`src/rtl/tank_sprite_fetch.sv`:
```
// Tank layer sprite fetch: box hit test, rotated ROM addressing,
// tread animation and a 2-Clk pipeline to the tank palette.
module tank_sprite_fetch #(
    parameter int          SIZE        = 32,
    parameter int          ANIM_TICKS  = 8,
    parameter logic [3:0]  TRANSPARENT = 4'h0,
    parameter int          ADDR_W      = 11
) (
    input  logic              Clk,
    input  logic              Reset,
    input  logic              frame_tick,
    input  logic [9:0]        DrawX,
    input  logic [9:0]        DrawY,
    input  logic [9:0]        TankX,
    input  logic [9:0]        TankY,
    input  logic [1:0]        dir,
    input  logic              moving,
    output logic [ADDR_W-1:0] rom_addr,
    input  logic [3:0]        rom_q,
    output logic [3:0]        index,
    output logic              sprite_on,
    output logic              anim_frame
);

    localparam int LOG = $clog2(SIZE);
    localparam int CW  = (ANIM_TICKS > 1) ? $clog2(ANIM_TICKS) : 1;
    localparam logic [CW-1:0] LAST = CW'(ANIM_TICKS - 1);

    logic [9:0]        sx, sy, sx_n, sy_n;
    logic [1:0]        sdir, dir_n;
    logic [CW-1:0]     cnt, cnt_n;
    logic              anim_n;
    logic [10:0]       dx, dy;
    logic              hit, hit_d1, hit_d2;
    logic [LOG-1:0]    u, v;
    logic [ADDR_W-1:0] addr_n;

    // A pixel coincident with frame_tick already sees the new shadow state.
    always_comb begin
        sx_n   = frame_tick ? TankX : sx;
        sy_n   = frame_tick ? TankY : sy;
        dir_n  = frame_tick ? dir : sdir;
        cnt_n  = cnt;
        anim_n = anim_frame;
        if (frame_tick && moving) begin
            if (cnt == LAST) begin
                cnt_n  = '0;
                anim_n = ~anim_frame;
            end else begin
                cnt_n = cnt + 1'b1;
            end
        end
    end

    // 11-bit differences keep a box near the right edge from wrapping.
    always_comb begin
        dx  = {1'b0, DrawX} - {1'b0, sx_n};
        dy  = {1'b0, DrawY} - {1'b0, sy_n};
        hit = (DrawX >= sx_n) && (dx < 11'(SIZE)) &&
              (DrawY >= sy_n) && (dy < 11'(SIZE));
        u = dx[LOG-1:0];
        v = dy[LOG-1:0];
        unique case (dir_n)
            2'd0: begin
                u = ~dy[LOG-1:0];
                v = dx[LOG-1:0];
            end
            2'd1: begin
                u = dx[LOG-1:0];
                v = dy[LOG-1:0];
            end
            2'd2: begin
                u = dy[LOG-1:0];
                v = ~dx[LOG-1:0];
            end
            2'd3: begin
                u = ~dx[LOG-1:0];
                v = dy[LOG-1:0];
            end
        endcase
        addr_n = hit ? ADDR_W'({anim_n, v, u}) : '0;
    end

    always_ff @(posedge Clk or posedge Reset) begin
        if (Reset) begin
            sx         <= '0;
            sy         <= '0;
            sdir       <= 2'd1;
            cnt        <= '0;
            anim_frame <= 1'b0;
            rom_addr   <= '0;
            hit_d1     <= 1'b0;
            hit_d2     <= 1'b0;
            index      <= 4'h0;
            sprite_on  <= 1'b0;
        end else begin
            sx         <= sx_n;
            sy         <= sy_n;
            sdir       <= dir_n;
            cnt        <= cnt_n;
            anim_frame <= anim_n;
            rom_addr   <= addr_n;
            hit_d1     <= hit;
            hit_d2     <= hit_d1;
            index      <= hit_d2 ? rom_q : 4'h0;
            sprite_on  <= hit_d2 && (rom_q != TRANSPARENT);
        end
    end

endmodule

```
`config.mk`:
```
export PLATFORM = sky130hd
export DESIGN_NAME = tank_sprite_fetch
export DESIGN_NICKNAME = d
export VERILOG_FILES = /design/src/rtl/tank_sprite_fetch.sv
export SDC_FILE = /design/constraint.sdc
export NUM_CORES = 1
export LEC_CHECK = 0
export CAP_MARGIN = 10
export CORE_MARGIN = 2
export CORE_UTILIZATION = 58
export CTS_BUF_LIST = sky130_fd_sc_hd__clkbuf_4 sky130_fd_sc_hd__clkbuf_8 sky130_fd_sc_hd__clkbuf_16
export CTS_CLUSTER_SIZE = 10
export DETAILED_ROUTE_END_ITERATION = 8
export DONT_BUFFER_PORTS = 1
export HOLD_SLACK_MARGIN = 0.15
export PLACE_DENSITY_LB_ADDON = 0.08
export RECOVER_POWER = 50
export SETUP_SLACK_MARGIN = 0.2
export SLEW_MARGIN = 40
export SYNTH_ARGS = -nofsm -noshare
export SYNTH_HDL_FRONTEND = slang
export SYNTH_SLANG_ARGS = --single-unit
```
`constraint.sdc`:
```
create_clock -name Clk -period 3.3 [get_ports Clk]
set_input_delay 0.66 -clock Clk [delete_from_list [all_inputs] [get_ports Clk]]
set_output_delay 0.66 -clock Clk [all_outputs]
set_load 0.005 [all_outputs]
```
# After elaboration in Yosys (flattened, before gate mapping)
# Index checks and enable logic that the tools add are counted.
# classes
n_addsub	3
multipliers	0
div_mod_pow	0
n_lt_le_gt_ge	4
n_eq_ne	4
shifts	0
n_mux	10
bitwise	3
n_reduce_logical	8
# ops
operator	count
11-bit by 6-bit less-than comparator with 1-bit output (second input constant)	2
10-bit by 10-bit subtractor with 11-bit output	2
10-bit greater-or-equal comparator	2
10-bit 2-to-1 mux	2
5-bit one-hot mux with 4 select lines	1
5-bit one-hot mux with 3 select lines	1
11-bit 2-to-1 mux	1
5-bit NOT	2
1-bit logical AND	5
2-bit == test (second input constant)	2
4-bit 2-to-1 mux	1
4-bit nonzero test	1
3-bit by 1-bit adder with 3-bit output (second input constant)	1
3-bit == test (second input constant)	1
3-bit 2-to-1 mux	1
2-bit by 1-bit == test with 1-bit output (second input constant)	1
2-bit zero test	1
1-bit 2-to-1 mux	2
2-bit 2-to-1 mux	1
2-bit OR reduction	1
1-bit NOT	1
# totals
reg_bits	44
latchBits	0
ram_bits	0
rom_bits	0
input_bits	50
mem_count	0

# Longest topological paths before layout
# Gate-level depths: netlist (run 1).
# depth
word_depth	7
ltp_mapped	14
mapped_depth_nobuf	11

# Worst setup path after synthesis (run 1)
# OpenSTA, ideal clock, no wires.
# synth_timing
path_kind	in2reg
from	input port frame_tick
to	register rom_addr[7]
setup_time_ns	0.089
arrival_time_ns	3.694
required_time_ns	3.211
slack_ns	-0.483
path_stages	12
path_cell_list	clkbuf_1 -> buf_1 -> mux2i_1 -> ha_1 -> inv_2 -> o2bb2ai_1 -> or4_1 -> or4_1 -> nor4_1 -> nand4_1 -> buf_6 -> a211oi_4
# synth_between
elab_chain_len	7
elab_cells_between_ends	20
# synth_rtl
item	line_no	text
start, declared	11	input logic frame_tick,
10-bit 2-to-1 mux	40	sx_n = frame_tick ? TankX : sx;
10-bit by 10-bit subtractor with 11-bit output	57	dx = {1'b0, DrawX} - {1'b0, sx_n};
11-bit by 6-bit less-than comparator with 1-bit output	59	hit = (DrawX >= sx_n) && (dx < 11'(SIZE)) &&
1-bit logical AND (2 in series)	59	
1-bit logical AND	60	(DrawY >= sy_n) && (dy < 11'(SIZE));
11-bit 2-to-1 mux (*)	81	addr_n = hit ? ADDR_W'({anim_n, v, u}) : '0;
via addr_n[7]	36	logic [ADDR_W-1:0] addr_n;
end signal, assigned	102	rom_addr <= addr_n;
end, declared	18	output logic [ADDR_W-1:0] rom_addr,
# The timed path passes the listed nets; every way through them passes the cells marked *.
# A chain may end at the register's enable or synchronous reset.

# Final worst setup path (run 1)
# layout_timing
from	input port frame_tick
to	register rom_addr[5]
# Same word-level chain as after synthesis.

==> impl_results.md, run 1 <==
* Starting density of the core at 59.81%
* Largest family of logic cells by synthesized area: compound AO/OA/AOI/OAI gates
* Crit path capture type: flip-flop
* CTS Buffer Depth at 2
* CTS Buf Count at 5
* Total Neg Setup Slack at 0 ns
* DRT iter0 DRCs at 142
* Clock Latency Late Sink at 0.30 ns
* Sequential share of the synthesized area at 39.28%
* Worst Skew at 0.01060 ns
* DRC at 0
* Total die area at 5411 um2
* Post-synth EDFFs at 0
* Cell taking the most area after synthesis: dfrtp_1
* Met1 GRT Util at 29.33%
* Top_reg_cell synth: dfrtp_1
* Syn_nets at 359
* Vias in the first global route at 1946
* Fmax at 344.7 MHz
* Yosys Warn Count at 0
* Hold Buf Count CTS at 0
* WS Path Type: in -> reg
* GRT Util Overall at 21.39%
* Post-Synth XOR/XNOR Area at 4.057%
* Adder-Cell Fraction of Synth Area at 11.23%
* Worst slew pin tran at 1.205 ns
* Layout cells sized above 1 at 9.524%
* Io pins at 67
* Post-synthesis register bit count at 44
* Die W at 73.56 um
* Most frequent cells in the layout: 43 x dfrtp_1, 30 x inv_1, 30 x nor2_1
* Most common cell after layout, fill and taps aside: dfrtp_1
* Final Power at 1.535 mW
* Via count at 2028
* Top post-synthesis cells by area: dfrtp_1 38%, ha_1 9.8%, mux2i_1 9.6%
* Highest-delay cell along the critical path: or4_1
* Cell leakage power at 1.474 nW
* Initial antenna violation count at 0
* Mapped cell area at 2806 um2
* Core Rows at 25
* Met3 Use GR at 6.310%
* Met2 Use GR at 32.64%
* Post-CTS Resized at 0
* Clk sinks at 44
* Storage element area at 1102 um2
* CTS tree: built
* Largest net degree at the start of global routing at 25
* GR Overflow Total at 0
* Simple-Gate Fraction of Synth Area at 12.17%
* Fraction of registers with async set/reset at 100.0%
* Max incr delay on CP at 0.52 ns
* PwrDens at 508.9 nW/um2
* Outcome: complete, no violations
* Worst path cell trace: mux2i_1, ha_1, inv_2, o2bb2ai_1, or4_1, or4_1, nor4_1, nand4_1, buf_4, a211oi_1
* Filler Cell Count at 401
* Worst VDD drop at 318.2 uV
* Period minus WS final at 2.901 ns
* Slew margin rel. at 19.66%
* Fin nets at 367
* Area added between synthesis and finish at 7.490%
* Post-synthesis mux area share at 12.84%
* CP arrival at 3.11 ns
* Worst hold path class: reg -> reg
* First-pass GRT wire length at 8894 um
* Worst-path clk slew at 0.09 ns
* Fin crit share at 87.91%
* Crit path required time at 3.51 ns
* Top cell type's share of synthesized area at 38.34%
* Gr busiest metal: met2
* WP buf/inv at 2
* Final setup viols at 0
* CP top delay family: simple AND/OR/NAND/NOR gates
* Netlist cell types at 49
* CTS Root Cell: clkbuf_8
* Post-Route WL at 5473 um
* Compound-Gate Fraction of Synth Area at 14.89%
* HPWL Detailed at 4251 um
* Flop2flop setup slack at 0.43 ns
* Final ANT Viol Nets at 0
* CP most frequent cell: or4_1
* Port Buf Inserts at 0
* DR pass1 iterations at 4
* Die Span Y at 73.56 um
* Number of diodes at 0
* Via/cell ratio at 5.828
* Multi-input gate area at 1549 um2
* Critical Path Start Type: input port
* Core footprint at 4692 um2
* H-Tree Level Count at 2
* Crit-path max FO at 24
* Synthesized area per cell at 9.847 um2
* Post-CTS Setup Bufs at 0
* Final hold violations at 0
* Slew Limit Fails at 0
* DR WL/cell at 15.73 um
* Max-Cap Viols at 0
* Unrepaired setup endpoints after global routing: no
* Placer Congestion at 0.8980
* Synth Instances at 285
==> cell usage after synthesis, types with 2 or more instances <==
cell / n
dfrtp_1: 43
inv_1: 30
nor2_1: 30
mux2i_1: 27
ha_1: 22
a21oi_1: 12
o21ai_0: 11
xnor2_1: 11
nand2_1: 10
mux2_2: 8
a211oi_1: 6
nand2b_1: 6
and2_1: 5
nor3_1: 5
a221oi_1: 4
nand3_1: 4
o211ai_1: 4
a21o_1: 3
clkbuf_1: 3
a211o_1: 2
buf_1: 2
fa_1: 2
nor2b_1: 2
nor4_1: 2
o21a_1: 2
o221ai_1: 2
o22ai_1: 2
o31ai_1: 2
or4_1: 2
xor2_1: 2
==> layout make-up <==
| cell class | count | share of cell area, % |
|---|---|---|
| Timing Repair Buffer | 8 | 1.866 |
| Inverter | 32 | 3.982 |
| Sequential cell | 44 | 36.54 |
| Clock buffer | 6 | 2.737 |
| Clock inverter | 2 | 1.286 |
| Tap cell | 54 | 2.240 |
| Multi-Input combinational cell | 202 | 51.35 |
==> state kept, by name, indices dropped and copies added (netlist names) <==
| name | count |
|---|---|
| anim_frame | 1 |
| cnt | 3 |
| hit_d1 | 1 |
| hit_d2 | 1 |
| index | 4 |
| rom_addr | 11 |
| sdir | 2 |
| sprite_on | 1 |
| sx | 10 |
| sy | 10 |
==> per-stage QoR <==
step / std cells / instance area (um2) / hold WS (ns) / util [%] / worst slack, ns
5_1_grt: 348 / 3017 / 0.3789 / 64.29 / 0.2312
3_5_place_dp: 340 / 2899 / 0.3358 / 61.79 / 0.07516
4_1_cts: 348 / 3020 / 0.2838 / 64.37 / 0.3868
3_3_place_gp: 340 / 2899 / 0.3334 / 61.79 / 0.1531
2_1_floorplan: 285 / 2854 / 0.3312 / - / 0.02677
6_report: 348 / 3017 / 0.3622 / 64.29 / 0.3988
==> power breakdown <==
part | switching (mW) | internal (mW) | leakage [nW]
registers | 0.0216 | 0.589 | 0.556
clock network | 0.193 | 0.248 | 0.0614
logic | 0.266 | 0.219 | 0.857
==> worst reg2reg max path: cells and delay by family (launching register included) <==
| family | cells | cell delay [ns] |
|---|---|---|
| simple gates | 4 | 1.35 |
| flops | 1 | 0.37 |
| compound gates | 2 | 0.31 |
| fa+ha+maj | 1 | 0.27 |
| buf+inv | 2 | 0.27 |
| mux | 1 | 0.19 |
==> worst paths after layout <==
check	startpoint	endpoint	cells after the start
worst min-delay path	hit_d1	hit_d2	0
worst min register to register	hit_d1	hit_d2	0
worst max-delay path	frame_tick	rom_addr[5]	10
max in group asynchronous	Reset	sy[3]	2
worst max register to register	sy[5]	rom_addr[5]	10
min in group asynchronous	Reset	sy[0]	1
==> cell families (layout without fill, tap and decap cells) <==
group / after synthesis / after routing
multiplexers: 35 / 35
buffers and inverters: 39 / 48
AND/OR/NAND/NOR: 71 / 71
AO/OA/AOI/OAI: 59 / 59
XOR/XNOR: 13 / 13
adder cells (fa/ha/maj): 24 / 24
flip-flops: 44 / 44
==> routing by layer <==
| layer | vias to the layer above | share of wire [%] |
|---|---|---|
| li1 | 1017 | - |
| met1 | 948 | 46 |
| met2 | 55 | 46 |
| met3 | 8 | 6.7 |
| met4 | 0 | 1.3 |
| met5 | - | 0 |
Note: power is estimated with default switching activity, not from simulation.
==> run 2, diff against run 1 <==
CAP_MARGIN = 20   (was 10)
==> results of run 2 <==
Same layout as run 1: the final DEF is identical, and so are final timing and power.
